## src/rtl/fetch_unit_if.sv

```systemverilog
// Instruction-memory request/response bundle between the fetch stage and the instruction memory.
// The fetch stage is the master: it drives the request and the address. The memory answers
// with ready and the instruction word.
interface fetch_unit_if;
    logic        imem_req;
    logic [31:0] imem_addr;
    logic        imem_ready;
    logic [31:0] imem_rdata;

    modport master (
        output imem_req,
        output imem_addr,
        input  imem_ready,
        input  imem_rdata
    );

    modport slave (
        input  imem_req,
        input  imem_addr,
        output imem_ready,
        output imem_rdata
    );
endinterface

```

## src/rtl/fetch_unit.sv

```systemverilog
// MIPS instruction-fetch stage. It holds the PC and fetches from a variable-latency memory.
// It keeps the returned word until the core retires it, then picks the next PC from the
// JR/Jump/PCSrc controls. A misaligned target halts the stage with a sticky fault until reset.
module fetch_unit #(
    parameter logic [31:0] RESET_PC = 32'h0000_0000
) (
    input  logic         clk,
    input  logic         reset,
    fetch_unit_if.master imem,
    output logic [31:0]  instr,
    output logic         instr_valid,
    output logic [31:0]  pc,
    output logic [31:0]  pc_plus4,
    input  logic         advance,
    input  logic         PCSrc,
    input  logic         Jump,
    input  logic         JR,
    input  logic [31:0]  rs_data,
    output logic         fault,
    output logic [31:0]  retired
);

    typedef enum logic [1:0] {
        StFetch,
        StHold,
        StHalt
    } state_e;

    state_e      state_q, state_d;
    logic [31:0] pc_q, pc_d;
    logic [31:0] instr_q, instr_d;
    logic [31:0] retired_q, retired_d;
    logic        fault_q, fault_d;

    logic [31:0] link;
    logic [31:0] branch_off;
    logic [31:0] next_pc;

    // Candidate next PC, resolved by priority JR > Jump > PCSrc > sequential.
    always_comb begin
        link       = pc_q + 32'd4;
        branch_off = {{14{instr_q[15]}}, instr_q[15:0], 2'b00};
        if (JR) begin
            next_pc = rs_data;
        end else if (Jump) begin
            next_pc = {link[31:28], instr_q[25:0], 2'b00};
        end else if (PCSrc) begin
            next_pc = link + branch_off;
        end else begin
            next_pc = link;
        end
    end

    // Next-state logic: accept a memory response in FETCH, and retire plus redirect in HOLD.
    always_comb begin
        state_d   = state_q;
        pc_d      = pc_q;
        instr_d   = instr_q;
        retired_d = retired_q;
        fault_d   = fault_q;
        unique case (state_q)
            StFetch: begin
                if (imem.imem_ready) begin
                    instr_d = imem.imem_rdata;
                    state_d = StHold;
                end
            end
            StHold: begin
                if (advance) begin
                    pc_d      = next_pc;
                    retired_d = retired_q + 32'd1;
                    if (next_pc[1:0] != 2'b00) begin
                        fault_d = 1'b1;
                        state_d = StHalt;
                    end else begin
                        state_d = StFetch;
                    end
                end
            end
            StHalt: begin
                // Parked until reset; every input is ignored.
            end
            default: begin
                state_d = StHalt;
                fault_d = 1'b1;
            end
        endcase
    end

    // State registers, cleared asynchronously.
    always_ff @(posedge clk or posedge reset) begin
        if (reset) begin
            state_q   <= StFetch;
            pc_q      <= RESET_PC;
            instr_q   <= 32'd0;
            retired_q <= 32'd0;
            fault_q   <= 1'b0;
        end else begin
            state_q   <= state_d;
            pc_q      <= pc_d;
            instr_q   <= instr_d;
            retired_q <= retired_d;
            fault_q   <= fault_d;
        end
    end

    // Outputs decode only registered state, so imem_ready has no path to the request.
    always_comb begin
        imem.imem_req  = (state_q == StFetch);
        imem.imem_addr = pc_q;
        instr_valid    = (state_q == StHold);
        instr          = instr_q;
        pc             = pc_q;
        pc_plus4       = link;
        fault          = fault_q;
        retired        = retired_q;
    end

endmodule

```

## src/flat_wrapper.sv

```systemverilog
// flat-port wrapper written by rule: the top's interface ports become plain ports
module fetch_unit_flat 
#(
    parameter logic [31:0] RESET_PC = 32'h0000_0000
)
  (clk, reset, instr, instr_valid, pc, pc_plus4, advance, PCSrc, Jump, JR, rs_data, fault, retired, imem_imem_req, imem_imem_addr, imem_imem_ready, imem_imem_rdata);
  fetch_unit_if imem_i ();
  input  logic clk;
  input  logic reset;
  output logic [31:0] instr;
  output logic instr_valid;
  output logic [31:0] pc;
  output logic [31:0] pc_plus4;
  input  logic advance;
  input  logic PCSrc;
  input  logic Jump;
  input  logic JR;
  input  logic [31:0] rs_data;
  output logic fault;
  output logic [31:0] retired;
  output wire logic [$bits(imem_i.imem_req)-1:0] imem_imem_req;
  output wire logic [$bits(imem_i.imem_addr)-1:0] imem_imem_addr;
  input wire logic [$bits(imem_i.imem_ready)-1:0] imem_imem_ready;
  input wire logic [$bits(imem_i.imem_rdata)-1:0] imem_imem_rdata;
  assign imem_imem_req = imem_i.imem_req;
  assign imem_imem_addr = imem_i.imem_addr;
  assign imem_i.imem_ready = imem_imem_ready;
  assign imem_i.imem_rdata = imem_imem_rdata;
  fetch_unit #(.RESET_PC(RESET_PC)) u_core (.clk(clk), .reset(reset), .imem(imem_i), .instr(instr), .instr_valid(instr_valid), .pc(pc), .pc_plus4(pc_plus4), .advance(advance), .PCSrc(PCSrc), .Jump(Jump), .JR(JR), .rs_data(rs_data), .fault(fault), .retired(retired));
endmodule
```

## config.mk

```make
export PLATFORM = sky130hd
export DESIGN_NAME = fetch_unit_flat
export DESIGN_NICKNAME = d
export VERILOG_FILES = /design/src/rtl/fetch_unit_if.sv /design/src/rtl/fetch_unit.sv /design/src/flat_wrapper.sv
export SDC_FILE = /design/constraint.sdc
export NUM_CORES = 1
export LEC_CHECK = 0
export ABC_AREA = 1
export CAP_MARGIN = 30
export CORE_AREA = 4 4 127 178
export DETAILED_ROUTE_END_ITERATION = 12
export DIE_AREA = 0 0 131 182
export PLACE_DENSITY = 0.81
export SLEW_MARGIN = 15
export SYNTH_ARGS = -nofsm -noshare
export SYNTH_HDL_FRONTEND = slang
export SYNTH_SLANG_ARGS = --single-unit
```

## constraint.sdc

```tcl
create_clock -name clk -period 3.4 [get_ports clk]
set_clock_uncertainty 0.2 [all_clocks]
set_input_delay 0.85 -clock clk [delete_from_list [all_inputs] [get_ports clk]]
set_output_delay 0.85 -clock clk [all_outputs]
set_load 0.1 [all_outputs]
```

# Word-level counts from Yosys, hierarchy flattened
# Cells that the tools add are included.
[op_classes] n_mux=10 addsub=3 n_bitwise=2 reduce_logical=7 n_eq_ne=5
[op_table] op="32-bit two-way mux" count=3
[op_table] op="32-bit by 1-bit adder with 32-bit output (second input constant)" count=1
[op_table] op="32-bit by 3-bit adder with 32-bit output (second input constant)" count=1
[op_table] op="32-bit adder" count=1
[op_table] op="2-bit two-way mux" count=3
[op_table] op="2-bit by 1-bit inequality test with 1-bit output (second input constant)" count=3
[op_table] op="2-bit case mux with 3 select lines" count=1
[op_table] op="3-bit AND reduction" count=2
[op_table] op="2-bit AND reduction" count=2
[op_table] op="2-bit by 1-bit == test with 1-bit output (second input constant)" count=1
[op_table] op="2-bit == test (second input constant)" count=1
[op_table] op="2-bit logical NOT" count=1
[op_table] op="1-bit two-way mux" count=2
[op_table] op="1-bit inverter" count=2
[op_table] op="1-bit case mux with 2 select lines" count=1
[op_table] op="2-bit nonzero test" count=1
[op_table] op="2-bit OR reduction" count=1
[word_totals] in_bits=71 output_inout_bits=163 reg_bits=99

# Logic depth before layout (Yosys ltp)
[depth] depth_word=9 depth_mapped=25 depth_no_buf=25

# Least setup slack after synthesis
# No wires, ideal clock.
[synth_timing] kind="register to register" startpoint="register u_core.pc_q[2] (netlist: u_core.imem.imem_addr[2])" endpoint="register u_core.pc_q[31] (netlist: u_core.imem.imem_addr[31])" arrival_ns=4.926 period_less_slack_ns=5.246 n_path_buf=0 stages_incl_launch_ff=23 setup_ns=0.120 t_required_ns=3.080 setup_slack_ns=-1.846 path_cell_list="dfrtp_1 -> ha_1 -> nand3_2 -> nor2_4 -> nand2_2 -> nor2_4 -> nand2_1 -> xnor2_1 -> ha_1 -> a21oi_1 -> nand2_1 -> inv_1 -> nand2_1 -> nand2_1 -> nand2_1 -> inv_1 -> nand2_1 -> inv_1 -> nand2_1 -> nand3_1 -> nand2_1 -> nand2_1 -> nand2_1"
[synth_between] elab_chain_cells=5
[synth_lines] item="from (decl)" line_no="fetch_unit.sv:30" source="logic [31:0] pc_q, pc_d;"
[synth_lines] item="from (signal assigned)" line_no="fetch_unit.sv:100" source="pc_q <= pc_d;"
[synth_lines] item="32-bit by 3-bit adder with 32-bit output" line_no="fetch_unit.sv:41" source="link = pc_q + 32'd4;"
[synth_lines] item="via pc_plus4[22]" line_no="flat_wrapper.sv:13" source="output logic [31:0] pc_plus4;"
[synth_lines] item="32-bit adder" line_no="fetch_unit.sv:48" source="next_pc = link + branch_off;"
[synth_lines] item="32-bit two-way mux" line_no="fetch_unit.sv:47" source="end else if (PCSrc) begin"
[synth_lines] item="32-bit two-way mux" line_no="fetch_unit.sv:45" source="end else if (Jump) begin"
[synth_lines] item="32-bit two-way mux" line_no="fetch_unit.sv:43" source="if (JR) begin"
# The timed path passes the listed nets, and every way through them passes these cells.
# A chain may end at the register's enable or synchronous reset.

# Worst setup path in the final report
[layout_timing] startpoint="register u_core.pc_q[12] (netlist: u_core.imem.imem_addr[12])" endpoint="register u_core.pc_q[23] (netlist: u_core.imem.imem_addr[23])"
[layout_between] elab_chain_cells=5
[layout_lines] item="32-bit by 3-bit adder with 32-bit output *" line_no="fetch_unit.sv:41"
[layout_lines] item="32-bit adder" line_no="fetch_unit.sv:48"
[layout_lines] item="32-bit two-way mux *" line_no="fetch_unit.sv:47"
[layout_lines] item="32-bit two-way mux *" line_no="fetch_unit.sv:45"
[layout_lines] item="32-bit two-way mux *" line_no="fetch_unit.sv:43"
# Mark *: on every way between the ends. The rest lies on a longest branch, timed or not.

==> impl_metrics.json <==
{
  "cts_max_path_buffers": 2,
  "worstMarginPinSlew_ns": 0.624,
  "portBuffers": 233,
  "synthTopCellsByCount": "nand2_1, inv_1, nor2_1",
  "async_flop_share": 1.00,
  "r2r_cells": 23,
  "hp-class": "register to register",
  "synth-main-ff-cell": "dfrtp_1",
  "fin_ws_ns": 0.133,
  "finalCritPeriodShare": 0.961,
  "yosysUniqueCellTypes": 37,
  "start_util": 0.393,
  "worstPathMaxFanout": 4,
  "yosysTopAreaCell": "dfrtp_1",
  "period_needed_ns": 3.27,
  "hold_buffers": 0,
  "yosysMostFrequentCell": "nand2_1",
  "antenna_cells": 0,
  "place.gp.congestion": 0.998,
  "min_path_cells": 1,
  "power.density_nw_per_um2": 315,
  "finalSetupViolations": 0,
  "grt_use_total": 0.259,
  "synthCells": 1252,
  "power_mw": 3.81,
  "syn_area_per_cell_um2": 6.60,
  "dr.pass1.iters": 6,
  "clkLatencyLatePin_ns": 0.36,
  "crit_required_ns": 3.45,
  "yosys_warnings": 0,
  "slowest_stage": "dfrtp_2",
  "drt_iter0_drc": 781,
  "synth_top_area_share": 0.300,
  "power.internal_mw": 2.18,
  "drt-total-wl_um": 31300,
  "peakVddDrop_mv": 0.209,
  "grt_pass1_vias": 8974,
  "fp.dieArea_um2": 23800,
  "htree_levels": 3,
  "drive_gt1_frac": 0.285,
  "synth_seq_cells": 99,
  "worstPathArrival_ns": 3.32,
  "p_seq_frac": 0.327,
  "p_sw_frac": 0.427,
  "dp.final_hpwl_um": 25300,
  "combinationalPowerShare": 0.398,
  "num_rows": 63,
  "synthTopCellsByArea": "dfrtp_1, nand2_1, inv_1, nor2_1, ha_1",
  "synth-seq-area-share": 0.300,
  "crit_family": "simple AND/OR/NAND/NOR gates",
  "status": "finished clean",
  "worst-path-stages": 23,
  "crit_buf_inv": 5,
  "switching_power_mw": 1.62,
  "p_leak_nw": 6.40,
  "drv_cap": 0,
  "cts-buffers-inserted": 9,
  "wl_per_cell_um": 17.5,
  "vias": 9168,
  "finalNonFillerCells": 1788,
  "utilization": 0.574,
  "syn_nets": 1361,
  "clkPwrFrac": 0.275,
  "cts.sinks": 99,
  "crit_path_cell_trace": "nand2_2, nor2_4, nand2_1, nor2_4, nand2_2, xor2_4, clkinvlp_4, buf_4, ha_1, nand2_2, inv_1, nand2_1, nand2_2, inv_1, nand2_2, inv_1, nand3_1, nand2_1, nand3_2, nand2_2, nand2_1, nand2_1, nand2_1",
  "start_kind": "register",
  "area_growth_pct": 46.0,
  "antenna_found_initial": 0,
  "nNetsFinal": 1632,
  "endpoint_kind": "register",
  "ios": 234,
  "core_um2": 21000,
  "clkSlewWorstSetupHoldPaths_ns": 0.08,
  "rsz0062_at_grt": "true",
  "post-place-ws_ns": -0.157,
  "syn_area_um2": 8270,
  "cts_tree": "done",
  "overflow": 0,
  "timing.fmax_ghz": 0.306,
  "crit_type": "register to register",
  "drc": 0,
  "synth-edff-count": 0,
  "grt_pass1_wl_um": 48000,
  "hold_viol": 0,
  "die_y_um": 182,
  "drv_slew": 0,
  "vias_per_cell": 5.13,
  "clockRootBuffer": "clkbuf_16",
  "drtAntennaViolNets": 0,
  "slowest_delay_ns": 0.40,
  "placed_cells": 1752,
  "die_w_um": 131,
  "relSlewSlack": 0.583,
  "grt_max_degree": 54
}
cell usage in the layout (no fill, tap or decap), types with 4 or more instances in the layout:
| master | n |
|---|---|
| a21oi_1 | 46 |
| a21oi_2 | 7 |
| buf_12 | 28 |
| buf_4 | 222 |
| clkbuf_16 | 9 |
| clkdlybuf4s50_1 | 70 |
| clkinvlp_4 | 6 |
| dfrtp_1 | 76 |
| dfrtp_2 | 23 |
| ha_1 | 30 |
| ha_4 | 7 |
| inv_1 | 156 |
| mux2_2 | 31 |
| nand2_1 | 394 |
| nand2_2 | 28 |
| nand2_4 | 4 |
| nand3_1 | 68 |
| nand4_1 | 17 |
| nor2_1 | 123 |
| nor2_2 | 16 |
| nor2_4 | 16 |
| nor3_1 | 15 |
| o211ai_1 | 4 |
| o21ai_0 | 25 |
| o21ai_1 | 9 |
| o21bai_1 | 5 |
| xnor2_1 | 13 |
| xnor2_4 | 4 |
| xor2_1 | 28 |
| xor2_4 | 8 |
final cells by class:
| class | count | area (µm²) |
|---|---|---|
| inverter | 165 | 642 |
| sequential | 99 | 2510 |
| timing repair buffer | 320 | 2930 |
| clock inverter | 7 | 67.6 |
| multi-input combinational | 928 | 5380 |
| tap | 260 | 325 |
| clock buffer | 9 | 225 |
| fill | 1913 | 8980 |
layer usage:
layer	up-vias	wire, µm	global-route usage
met5	-	0	0
met4	0	1780	0.147
met3	86	1920	0.0441
met2	374	15700	0.439
met1	4267	11900	0.303
li1	4441	-	-
timing repair:
action / CTS / global route
pin swaps: 1 / 5
setup endpoints to repair: 7 / 18
resized for setup: 4 / 32
cloned: 0 / 0
setup buffers: 8 / 12
state kept, by name, indices dropped and copies added, names as in the netlist:
| name | cells |
|---|---|
| u_core.imem.imem_addr | 32 |
| u_core.instr | 32 |
| u_core.retired | 32 |
| u_core.state_q | 2 |
| u_core.fault | 1 |
power by group through the flow:
stage,Sequential (mW),Clock [mW],Combinational (mW)
after floorplan,1.46,0,0.818
after detailed placement,1.28,0,1.45
final,1.24,1.05,1.52
after global routing,1.25,1.12,1.60
after CTS,1.25,1.07,1.48
after global placement,1.28,0,1.45
worst paths after layout:
| path | from | to | slack (ns) |
|---|---|---|---|
| worst max-delay path | u_core.imem.imem_addr[12] | u_core.imem.imem_addr[23] | 0.13 |
| worst min-delay path | u_core.retired[31] | u_core.retired[31] | 0.29 |
| worst max register to register | u_core.imem.imem_addr[12] | u_core.imem.imem_addr[23] | 0.13 |
| worst min register to register | u_core.retired[31] | u_core.retired[31] | 0.29 |
| max in group asynchronous | reset | u_core.imem.imem_addr[21] | 1.64 |
| min in group asynchronous | reset | u_core.retired[0] | 0.70 |
cell families after synthesis:
family,after synthesis,synth area share
flip-flops,99,0.300
AND/OR/NAND/NOR,693,0.350
adder cells (fa/ha/maj),38,0.0584
multiplexers,31,0.0422
AO/OA/AOI/OAI,109,0.0717
XOR/XNOR,57,0.0604
buffers and inverters,225,0.118
metrics by stage:
stage	area, µm²	hold slack (ns)	TNS [ns]
after global routing	12100	0.301	-0.184
final	12100	0.292	0
after global placement	11500	0.256	-0.167
after floorplan	8710	0.264	-8.85
after CTS	11800	0.289	0
after detailed placement	11500	0.266	-0.265
Note: power is estimated with default switching activity, not from simulation.
